## src/rtl/rn_coeff_buffer_if.sv

```systemverilog
// rn_coeff_buffer_if: write-side and read-side handshake bundle for rn_coeff_buffer.
//   in_valid / in_data / in_ready      : producer writes one coefficient per accepted beat
//   out_valid / out_data / out_last /
//   out_ready                          : consumer reads one coefficient per accepted beat
// Modports:
//   master : the environment (drives in_*, out_ready)
//   slave  : the buffer      (drives in_ready, out_*)
interface rn_coeff_buffer_if #(
  parameter int unsigned DATA_W = 32
) ();
  logic              in_valid;
  logic [DATA_W-1:0] in_data;
  logic              in_ready;
  logic              out_valid;
  logic [DATA_W-1:0] out_data;
  logic              out_last;
  logic              out_ready;

  modport master (
    output in_valid, in_data, out_ready,
    input  in_ready, out_valid, out_data, out_last
  );

  modport slave (
    input  in_valid, in_data, out_ready,
    output in_ready, out_valid, out_data, out_last
  );
endinterface

```

## src/rtl/rn_coeff_buffer.sv

```systemverilog
// rn_coeff_buffer: frame buffer for DEPTH autocorrelation coefficients.
// A frame is started with start (IDLE only), filled with DEPTH words over the write
// handshake, then read back in order over the read handshake, one word per two cycles
// (request cycle + hold cycle). A one-cycle done pulse closes the frame.
//
// Ports:
//   clk      : clock, rising edge
//   rst      : asynchronous active-high reset
//   start    : frame start request, honoured in IDLE only
//   bus      : rn_coeff_buffer_if.slave (in_valid/in_data/in_ready, out_valid/out_data/
//              out_last/out_ready)
//   busy     : high in every state except IDLE
//   done     : single-cycle frame-complete pulse
//   chk_err  : sticky write/read checksum mismatch flag
//
// Optional feature: define RN_CHECKSUM_EN to accumulate modulo-2^DATA_W sums of written
// and read words and flag a mismatch in DONE. Without it chk_err is tied low.
//
// Memory contents are deliberately not reset; every frame rewrites all DEPTH words
// before any of them are read.
module rn_coeff_buffer #(
  parameter int unsigned DATA_W = 32,
  parameter int unsigned ADDR_W = 9,
  parameter int unsigned DEPTH  = 11
) (
  input  logic               clk,
  input  logic               rst,
  input  logic               start,
  rn_coeff_buffer_if.slave   bus,
  output logic               busy,
  output logic               done,
  output logic               chk_err
);

  // Memory index width; DEPTH <= 2^ADDR_W so this never exceeds ADDR_W.
  localparam int unsigned IdxW = (DEPTH > 1) ? $clog2(DEPTH) : 1;
  localparam logic [ADDR_W-1:0] LastAddr = ADDR_W'(DEPTH - 1);

  typedef enum logic [2:0] {
    StIdle,
    StWrite,
    StRdReq,
    StRdHold,
    StDone
  } state_e;

  state_e              state_q, state_d;
  logic [ADDR_W-1:0]   addr_q, addr_d;
  logic [DATA_W-1:0]   mem [DEPTH];
  logic [DATA_W-1:0]   rd_q;
  logic [IdxW-1:0]     idx;

  logic                wr_en;
  logic                rd_en;
  logic                start_acc;  // start accepted this cycle
  logic                rd_acc;     // read word accepted this cycle
  logic                in_ready;
  logic                out_valid;
  logic                out_last;

  assign idx = addr_q[IdxW-1:0];

  // ---------------------------------------------------------------------------
  // Next-state and output decode
  // ---------------------------------------------------------------------------
  always_comb begin
    state_d   = state_q;
    addr_d    = addr_q;
    wr_en     = 1'b0;
    rd_en     = 1'b0;
    start_acc = 1'b0;
    rd_acc    = 1'b0;
    in_ready  = 1'b0;
    out_valid = 1'b0;
    out_last  = 1'b0;
    busy      = 1'b1;
    done      = 1'b0;

    unique case (state_q)
      StIdle: begin
        busy = 1'b0;
        if (start) begin
          start_acc = 1'b1;
          addr_d    = '0;
          state_d   = StWrite;
        end
      end

      StWrite: begin
        in_ready = 1'b1;
        if (bus.in_valid) begin
          wr_en = 1'b1;
          if (addr_q == LastAddr) begin
            addr_d  = '0;
            state_d = StRdReq;
          end else begin
            addr_d = addr_q + ADDR_W'(1);
          end
        end
      end

      StRdReq: begin
        rd_en   = 1'b1;
        state_d = StRdHold;
      end

      StRdHold: begin
        out_valid = 1'b1;
        out_last  = (addr_q == LastAddr);
        if (bus.out_ready) begin
          rd_acc = 1'b1;
          if (addr_q == LastAddr) begin
            state_d = StDone;
          end else begin
            addr_d  = addr_q + ADDR_W'(1);
            state_d = StRdReq;
          end
        end
      end

      StDone: begin
        done    = 1'b1;
        state_d = StIdle;
      end

      default: begin
        state_d = StIdle;
        addr_d  = '0;
      end
    endcase
  end

  // ---------------------------------------------------------------------------
  // State and address registers
  // ---------------------------------------------------------------------------
  always_ff @(posedge clk or posedge rst) begin
    if (rst) begin
      state_q <= StIdle;
      addr_q  <= '0;
    end else begin
      state_q <= state_d;
      addr_q  <= addr_d;
    end
  end

  // ---------------------------------------------------------------------------
  // Storage: no reset on the array itself, only on the registered read port so
  // out_data reads zero straight out of reset.
  // ---------------------------------------------------------------------------
  always_ff @(posedge clk) begin
    if (wr_en) begin
      mem[idx] <= bus.in_data;
    end
  end

  // Read data only changes in RD_REQ, so it holds steady through any RD_HOLD stall.
  always_ff @(posedge clk or posedge rst) begin
    if (rst) begin
      rd_q <= '0;
    end else if (rd_en) begin
      rd_q <= mem[idx];
    end
  end

  assign bus.in_ready  = in_ready;
  assign bus.out_valid = out_valid;
  assign bus.out_data  = rd_q;
  assign bus.out_last  = out_last;

  // ---------------------------------------------------------------------------
  // Optional checksum
  // ---------------------------------------------------------------------------
`ifdef RN_CHECKSUM_EN
  logic [DATA_W-1:0] wr_sum_q;
  logic [DATA_W-1:0] rd_sum_q;
  logic              chk_err_q;

  always_ff @(posedge clk or posedge rst) begin
    if (rst) begin
      wr_sum_q  <= '0;
      rd_sum_q  <= '0;
      chk_err_q <= 1'b0;
    end else if (start_acc) begin
      wr_sum_q  <= '0;
      rd_sum_q  <= '0;
      chk_err_q <= 1'b0;
    end else begin
      if (wr_en) begin
        wr_sum_q <= wr_sum_q + bus.in_data;
      end
      if (rd_acc) begin
        rd_sum_q <= rd_sum_q + rd_q;
      end
      // Last read is accepted before DONE, so both sums are final here.
      if ((state_q == StDone) && (wr_sum_q != rd_sum_q)) begin
        chk_err_q <= 1'b1;
      end
    end
  end

  assign chk_err = chk_err_q;
`else
  logic unused_chk;
  assign unused_chk = ^{start_acc, rd_acc};
  assign chk_err    = 1'b0;
`endif

endmodule

```

## src/flat_wrapper.sv

```systemverilog
// flat-port wrapper written by rule: the top's interface ports become plain ports
module rn_coeff_buffer_flat 
#(
  parameter int unsigned DATA_W = 32,
  parameter int unsigned ADDR_W = 9,
  parameter int unsigned DEPTH  = 11
)
  (clk, rst, start, busy, done, chk_err, bus_in_valid, bus_in_data, bus_out_ready, bus_in_ready, bus_out_valid, bus_out_data, bus_out_last);
  rn_coeff_buffer_if #(.DATA_W(DATA_W)) bus_i ();
  input  logic clk;
  input  logic rst;
  input  logic start;
  output logic busy;
  output logic done;
  output logic chk_err;
  input wire logic [$bits(bus_i.in_valid)-1:0] bus_in_valid;
  input wire logic [$bits(bus_i.in_data)-1:0] bus_in_data;
  input wire logic [$bits(bus_i.out_ready)-1:0] bus_out_ready;
  output wire logic [$bits(bus_i.in_ready)-1:0] bus_in_ready;
  output wire logic [$bits(bus_i.out_valid)-1:0] bus_out_valid;
  output wire logic [$bits(bus_i.out_data)-1:0] bus_out_data;
  output wire logic [$bits(bus_i.out_last)-1:0] bus_out_last;
  assign bus_i.in_valid = bus_in_valid;
  assign bus_i.in_data = bus_in_data;
  assign bus_i.out_ready = bus_out_ready;
  assign bus_in_ready = bus_i.in_ready;
  assign bus_out_valid = bus_i.out_valid;
  assign bus_out_data = bus_i.out_data;
  assign bus_out_last = bus_i.out_last;
  rn_coeff_buffer #(.DATA_W(DATA_W), .ADDR_W(ADDR_W), .DEPTH(DEPTH)) u_core (.clk(clk), .rst(rst), .start(start), .bus(bus_i), .busy(busy), .done(done), .chk_err(chk_err));
endmodule
```

## config.mk

```make
export PLATFORM = sky130hd
export DESIGN_NAME = rn_coeff_buffer_flat
export DESIGN_NICKNAME = d
export VERILOG_FILES = /design/src/rtl/rn_coeff_buffer_if.sv /design/src/rtl/rn_coeff_buffer.sv /design/src/flat_wrapper.sv
export SDC_FILE = /design/constraint.sdc
export NUM_CORES = 1
export LEC_CHECK = 0
export ABC_AREA = 1
export BUFFER_PORTS_ARGS = -buffer_cell sky130_fd_sc_hd__buf_2
export CORE_MARGIN = 2
export CORE_UTILIZATION = 60
export DETAILED_ROUTE_END_ITERATION = 12
export PLACE_DENSITY = 0.82
export SLEW_MARGIN = 20
export SYNTH_ARGS = -nofsm -noshare
export SYNTH_HDL_FRONTEND = slang
export SYNTH_SLANG_ARGS = --single-unit
```

## constraint.sdc

```tcl
create_clock -name clk -period 6.1 [get_ports clk]
set_clock_uncertainty 0.15 [all_clocks]
set_input_delay 0.305 -clock clk [delete_from_list [all_inputs] [get_ports clk]]
set_output_delay 0.305 -clock clk [all_outputs]
set_load 0.05 [all_outputs]
```

## Word level (Yosys, flattened, before mapping)

Memories as Yosys holds them, arrays and structs flattened. A register that Yosys moved wholly into a read port is not among the register bits.
Index checks and enable logic that the tools add are counted.

| cells by class | value |
|---|---|
| add/subtract/negate cells | 1 |
| equal/unequal tests | 10 |
| multiplexer cells | 22 |
| bitwise operators | 1 |
| reductions and logical operators | 4 |

Operators with widths:

| kind | count |
|---|---|
| 9-bit two-way mux | 5 |
| 9-bit case mux with 4 select lines | 1 |
| 3-bit two-way mux | 5 |
| 3-bit case mux with 4 select lines | 1 |
| 1-bit two-way mux | 10 |
| 9-bit by 1-bit adder with 9-bit output (second input constant) | 1 |
| 9-bit by 4-bit == test with 1-bit output (second input constant) | 1 |
| 2-bit != test (second input constant) | 4 |
| 3-bit by 2-bit == test with 1-bit output (second input constant) | 2 |
| 5-bit AND reduction | 1 |
| 4-bit AND reduction | 1 |
| 3-bit by 1-bit == test with 1-bit output (second input constant) | 1 |
| 3-bit == test (second input constant) | 1 |
| 3-bit logical NOT | 1 |
| 2-bit by 1-bit != test with 1-bit output (second input constant) | 1 |
| 2-bit OR reduction | 1 |
| 1-bit inverter | 1 |

| word-level totals | value |
|---|---|
| register bits after elaboration | 12 |
| RAM bits | 352 |
| input port bits | 37 |
| output and inout port bits | 38 |
| logic and storage cells | 41 |
| memories kept | 1 |

Memories:

| memory | depth | bits a word | rd ports | clocked after memory_dff | wr ports | RTL line | source |
|---|---|---|---|---|---|---|---|
| u_core.mem | 11 | 32 | 1 | 1 | 1 | rn_coeff_buffer.sv:49 | `logic [DATA_W-1:0] mem [DEPTH];` |

## Depth between registers and ports, before layout

Gate-level depths: netlist (run 1).

| depth | value |
|---|---|
| depth after elaboration | 4 |
| depth in mapped cells | 11 |
| gate-level depth less buffers | 9 |

## Worst setup path after synthesis (run 1)

OpenSTA, ideal clock, no wires.

| timing | value |
|---|---|
| path kind | register to register |
| start | register u_core.state_q[2] |
| end | memory u_core.mem[4][0], enable pin |
| setup time | 461 ps |
| data arrival time | 3437 ps |
| slack | 2052 ps |
| stages on the path, launching flop included | 7 |
| cells stage by stage | dfrtp_1 > inv_1 > nand2_2 > nor2_4 > nand2_1 > buf_2 > nor3_1 |

| between the ends | value |
|---|---|
| word-level cells in the longest chain between the ends | 4 |

RTL lines:

| element | RTL line | source |
|---|---|---|
| start, declared | rn_coeff_buffer.sv:47 | `state_e state_q, state_d;` |
| start signal, assigned | rn_coeff_buffer.sv:138 | `state_q <= StIdle;` |
| start signal, assigned | rn_coeff_buffer.sv:141 | `state_q <= state_d;` |
| 3-bit by 1-bit == test with 1-bit output | rn_coeff_buffer.sv:79 | `unique case (state_q)` |
| 1-bit two-way mux | rn_coeff_buffer.sv:79 |  |
| 1-bit two-way mux | rn_coeff_buffer.sv:151 | `if (wr_en) begin` |
| 1-bit two-way mux (not written as such) | rn_coeff_buffer.sv:152 | `mem[idx] <= bus.in_data;` |
| end, declared | rn_coeff_buffer.sv:49 |  |

No other way between the ends.

## Worst setup path in the final report (run 1)

| timing | value |
|---|---|
| start | register u_core.addr_q[0] |
| end | memory u_core.mem[2][31], enable pin |

RTL lines:

| element | RTL line | source |
|---|---|---|
| start, declared | rn_coeff_buffer.sv:48 | `logic [ADDR_W-1:0] addr_q, addr_d;` |
| start signal, assigned | rn_coeff_buffer.sv:142 | `addr_q <= addr_d;` |

No word-level cell before the write port.

==> flow_metrics.py, run 1 <==
metrics = {
    "run": {
        "max_cap_viol_count": 0,
    },
    "critical_path": {
        "cp_max_fo": 70,
        "crit_type": "reg2reg",
        "critical_path.startpoint_type": "flop",
        "end_kind": "flop",
        "r2r_slack_ps": 2380,
        "cp.required_ps": 6130,
        "arrival_ps": 3740,
    },
    "global_routing": {
        "grt_pass1_wl_um": 58600,
        "grt_pass1_vias": 11400,
        "grt_overflow": 0,
        "grt_start_max_net_pins": 106,
        "antenna_found_initial": 0,
        "track_usage_pct": 25.9,
    },
    "floorplanning": {
        "die_width_um": 172,
        "dieHeight_um": 172,
        "placeableCoreArea_mm2": 0.0277,
        "ios": 75,
        "dieArea_mm2": 0.0294,
        "num_rows": 61,
        "initial_core_util_pct": 60.8,
    },
    "yosys": {
        "synth_area_leaders": "edfxtp_1 63%, nand2_1 17%, dfrtp_1 6.5%, inv_1 3.4%, nand3_1 3.2%",
        "yosys_warnings": 0,
        "ys_seq_area_share_pct": 69.3,
        "synth_cell_types": 24,
        "synth_edf_count": 352,
        "yosysTopAreaCell": "edfxtp_1",
        "netlist_instances": 1655,
        "async_reset_ff_share_pct": 11.1,
        "synth_top_flop_cell": "edfxtp_1",
        "synth_area_mm2": 0.0168,
        "synth_top_area_share_pct": 62.8,
        "synth.most_common_cell": "nand2_1",
        "syn_area_per_cell_um2": 10.2,
        "synthTopCellsByCount": "767 x nand2_1, 352 x edfxtp_1, 153 x inv_1",
        "synth_nets": 1697,
        "synth-seq-cells": 396,
    },
    "detailed_routing": {
        "dr.first_iter.drc_count": 1467,
        "dr.pass1.iters": 6,
        "totalWireLength_um": 37900,
        "via_count": 11700,
        "avgRoutedWirePerCell_um": 17.5,
        "viasPerCell": 5.43,
        "antenna_left": 0,
        "drc_errors": 0,
    },
    "finish": {
        "area_growth_pct": 13.6,
        "fill_cells": 1874,
        "multiInputGateArea_mm2": 0.00424,
        "final_nets": 1793,
        "seq_area_mm2": 0.0117,
        "diodes": 0,
        "final_cells": 2158,
        "drive_above_1_share_pct": 10.7,
    },
    "power_and_ir_drop": {
        "ir_drop_uv": 291,
        "combPwrFrac_pct": 32.4,
        "leakage_nw": 8.35,
        "p_per_area_mw_per_mm2": 444,
        "power_frac_seq_pct": 40.3,
        "swShare_pct": 37.5,
        "p_int_w": 0.00530,
        "clkPwrFrac_pct": 27.3,
        "p_switching_w": 0.00318,
    },
    "timing": {
        "hold_viol": 0,
        "finalCriticalPeriod_ps": 3720,
        "fin_crit_sh_pct": 60.9,
        "setup_tns_ps": 0,
        "setup_viol": 0,
        "maxSlewViolCount": 0,
        "rsz0062_at_grt": "no",
        "max_freq_mhz": 269,
        "tightest_slew_ps": 1110,
        "relSlewSlack_pct": 25.8,
    },
    "clock_tree": {
        "cts.clk_slew.worst_paths_ps": 60,
        "cts_tree": "yes",
        "root_buffer": "clkbuf_16",
        "cts_sinks": 396,
        "clock_path_buffers": 3,
        "htree_levels": 2,
        "cts_setup_buffers": 0,
        "cts_buffers": 39,
        "worstSkewPairLatency_ps": 520,
    },
    "placement": {
        "io_buffers": 73,
        "dpl.hpwl_um": 19700,
        "gp_congestion": 0.869,
        "dp_cells": 2053,
    },
    "status": {
        "status": "finished, final reports clean",
    },
    "hold_path": {
        "hold_path.class": "in2reg",
    },
}
[registers in the layout, summed over array words and instances (netlist names)]
signal and flops:
u_core.addr_q 9, u_core.bus.out_data 32, u_core.mem 352, u_core.state_q 3
[path summary, 6_finish.rpt]
path                             startpoint  cells after the start                     end
setup / recovery           u_core.addr_q[0]                      5       u_core.mem[2][31]
hold / removal                 bus_in_valid                      5       u_core.state_q[2]
setup reg to reg           u_core.addr_q[0]                      5       u_core.mem[2][31]
hold reg to reg            u_core.addr_q[6]                      2        u_core.addr_q[6]
max in group asynchronous               rst                      4        u_core.addr_q[0]
min in group asynchronous               rst                      4  u_core.bus.out_data[1]
[power by group through the flow]
stage | clock network (W) | logic, W | registers, W
after floorplan | 0 | 0.00171 | 0.00377
after global placement | 0 | 0.00258 | 0.00346
after detailed placement | 0 | 0.00267 | 0.00347
after CTS | 0.00233 | 0.00272 | 0.00342
after global routing | 0.00243 | 0.00303 | 0.00345
final | 0.00231 | 0.00275 | 0.00342
[worst max-delay path, stage by stage, from the launching register on]
cell and delay, ps:
dfrtp_4 750, inv_4 650, ha_1 290, inv_1 110, nor3_2 800, buf_4 490
[through the flow]
step                      total power [W]  utilization [%]  setup WS (ps)  instance area, µm²  hold WS [ps]
after global routing              0.00891             69.0           2290               19100          62.7
after CTS                         0.00847             68.9           2270               19100          35.8
after detailed placement          0.00614             63.2           2290               17500           369
after floorplan                   0.00548                -           2050               16800           254
after global placement            0.00604             63.2           2370               17500           340
final                             0.00848             69.0           2380               19100          56.4
[layout by cell type, fill, tap and decap left out, types with 8 or more instances in the layout]
cell           count
clkinv_2           8
clkbuf_16         39
a21oi_1           31
clkbuf_1           9
buf_2             73
buf_4             21
nand3_1          106
inv_1            152
nand2_1          766
nor2_1            77
dlygate4sd3_1     34
nor3_2            10
edfxtp_1         352
dfrtp_1           42
[timing repair]
action                     4_1_cts  5_1_grt
hold endpoints to repair       380        0
resized for setup                0        0
setup endpoints to repair        0        0
hold buffers                    34        0
[kinds of logic (layout without fill, tap and decap cells)]
logic type	Yosys count	after routing	share of synthesized area, %
AOI/OAI and AO/OA	45	45	1.49
adders and majority gates	5	5	0.371
buffers and inverters	234	359	5.91
DFF	396	396	69.3
other	1	1	0.0223
and+or+nand+nor	974	974	22.9
[per-layer routing]
layer | track usage, % | vias up | share of wire, %
li1 | - | 5488 | -
met1 | 34.5 | 5521 | 39
met2 | 43.6 | 610 | 49
met3 | 4.00 | 96 | 9.2
met4 | 9.51 | 0 | 2.8
met5 | 0 | - | 0
[final cells by class]
class | instances | share of cell area (%)
repair buffers | 130 | 4.72
well taps | 378 | 2.47
flip-flops and latches | 396 | 61.1
clock buffers | 51 | 5.50
inverters | 159 | 3.15
clock inverters | 19 | 0.910
multi-input cells | 1025 | 22.2
No activity file was read; power rests on OpenSTA's default activity.
==> run 2, diff against run 1 <==
Settings changed: CORE_UTILIZATION 60 to 55, PLACE_DENSITY 0.82 to 0.79.
Clock period 6.1 ns to 3.2 ns, I/O delays scaled along.
==> run 2 against run 1 <==
Compared with the run above:
- global-route usage fell by 1.6 points
- hold slack improved by 260 ps
- via count fell by 0.29%
- utilization fell by 5.1 points
- critical path depth rose by 2
- register-to-register slack got worse by 2100 ps
==> flow_metrics.py, run 2 (synthesis results as in run 1) <==
metrics = {
    "finish": {
        "largest_register_ffs": 352,
        "final_nets": 1807,
        "drive_above_1_share_pct": 11.0,
        "area_growth_pct": 15.2,
        "largest-register": "u_core.mem",
        "diodes": 0,
        "mostFrequentLayoutCells": "766 x nand2_1, 352 x edfxtp_1, 152 x inv_1",
        "design_area_mm2": 0.0194,
        "layout_commonest_cell": "nand2_1",
    },
    "placement": {
        "place_area_mm2": 0.0177,
        "dpl.hpwl_um": 20700,
        "pre_cts_ws_ps": 662,
        "io_buffers": 73,
        "gp_congestion": 0.824,
    },
    "critical_path": {
        "critical_path.startpoint_type": "flop",
        "path_buf_inv": 3,
        "path_delay_family": "flip-flops",
        "slowest_stage": "dfrtp_4",
        "end_kind": "primary output",
        "arrival_ps": 2600,
        "reg2reg_from": "u_core.addr_q[0]",
        "crit_chain": "inv_4, ha_1, nand2_1, nor2_1, nand3_1, inv_1, buf_2",
        "crit_start": "u_core.addr_q[0]",
        "cp_max_fo": 55,
        "critical_path.max_stage_delay_ps": 730,
        "crit_type": "reg2out",
        "cp.required_ps": 2890,
    },
    "floorplanning": {
        "num_rows": 64,
        "dieHeight_um": 179,
        "ios": 75,
        "dieArea_mm2": 0.0320,
        "initial_core_util_pct": 55.5,
        "placeableCoreArea_mm2": 0.0303,
        "die_width_um": 179,
    },
    "detailed_routing": {
        "avgRoutedWirePerCell_um": 17.6,
        "totalWireLength_um": 38600,
        "dr.first_iter.drc_count": 1425,
        "via_count": 11700,
        "dr.pass1.iters": 6,
        "viasPerCell": 5.33,
        "antenna_left": 0,
        "drc_errors": 0,
    },
    "global_routing": {
        "grt_start_max_net_pins": 95,
        "track_usage_pct": 24.4,
        "grt_overflow": 0,
        "antenna_found_initial": 0,
        "grt_pass1_vias": 11300,
        "grt_pass1_wl_um": 59500,
    },
    "clock_tree": {
        "htree_levels": 2,
        "cts_setup_buffers": 0,
        "cts_resized": 0,
        "clock_path_buffers": 3,
        "holdBufCountCts": 39,
        "cts_buffers": 39,
        "cts_tree": "yes",
        "cts_sinks": 396,
        "worstSkewPairLatency_ps": 530,
        "root_buffer": "clkbuf_16",
        "cts.clk_slew.worst_paths_ps": 60,
    },
    "timing": {
        "rsz0062_at_grt": "no",
        "finalCriticalPeriod_ps": 2910,
        "relSlewSlack_pct": 40.8,
        "setup_tns_ps": 0,
        "maxSlewViolCount": 0,
        "tightest_slew_ps": 888,
        "setup_ws_ps": 291,
        "fin_crit_sh_pct": 90.9,
        "hold_viol": 0,
        "max_freq_mhz": 344,
        "setup_viol": 0,
    },
    "hold_path": {
        "hold_path.class": "in2reg",
        "hold_start": "bus_in_data[28]",
    },
    "run": {
        "max_cap_viol_count": 0,
    },
    "power_and_ir_drop": {
        "ir_drop_uv": 572,
        "p_per_area_mw_per_mm2": 850,
        "leakage_nw": 8.44,
        "p_total_w": 0.0165,
    },
    "status": {
        "status": "finished, final reports clean",
    },
}
==> run 2: changes by cell type in the layout (fill, tap and decap cells not counted), sizes merged <==
cell	delta
clkinv	-3
buf	+9
dlygate4sd3	+5
inv	+1
bufinv	+2
clkbuf	+2
==> run 2: final timing paths <==
path / to / slack (ps) / depth (start not counted)
worst min register to register: u_core.bus.out_data[12] / 390 / 4
worst min-delay path: u_core.mem[1][28] / 320 / 2
worst max-delay path: bus_out_last / 290 / 7
min in group asynchronous: u_core.bus.out_data[22] / 570 / 4
worst max register to register: u_core.state_q[1] / 320 / 9
max in group asynchronous: u_core.addr_q[0] / 1650 / 5
==> run 2: layer usage <==
| layer | wire [µm] | track usage [%] | vias up |
|---|---|---|---|
| met3 | 2880 | 3.29 | 95 |
| met4 | 1220 | 9.45 | 0 |
| met1 | 15600 | 32.7 | 5511 |
| met5 | 0 | 0 | - |
| li1 | - | - | 5528 |
| met2 | 18800 | 40.6 | 547 |
==> run 2: layout make-up <==
| cell class | instances | area, µm² |
|---|---|---|
| Clock buffer | 53 | 1060 |
| Tap cell | 396 | 495 |
| Timing Repair Buffer | 144 | 1080 |
| Fill cell | 2186 | 10900 |
| Clock inverter | 19 | 240 |
| Multi-Input combinational cell | 1025 | 4240 |
| Inverter | 159 | 602 |
| Sequential cell | 396 | 11700 |
==> run 2: worst register-to-register path, delay by kind of cell (launching register included) <==
kind            cells  cell delay (ps)
fa+ha+maj           1              310
compound gates      1               60
simple gates        5              560
flops               1              860
buf+inv             2              830
==> run 2: power breakdown <==
group	switching (W)	total, W	internal [W]
clock network	0.00189	0.00464	0.00275
registers	0.000324	0.00650	0.00618
logic	0.00392	0.00535	0.00143
==> run 2: through the flow <==
step / std cells / hold WS (ps) / util (%)
after global routing: 2192 / 343 / 63.9
after detailed placement: 2081 / 1.97 / 58.4
after CTS: 2192 / 301 / 63.9
final: 2192 / 319 / 63.9
after global placement: 2081 / 3.89 / 58.4
after floorplan: 1655 / 109 / -
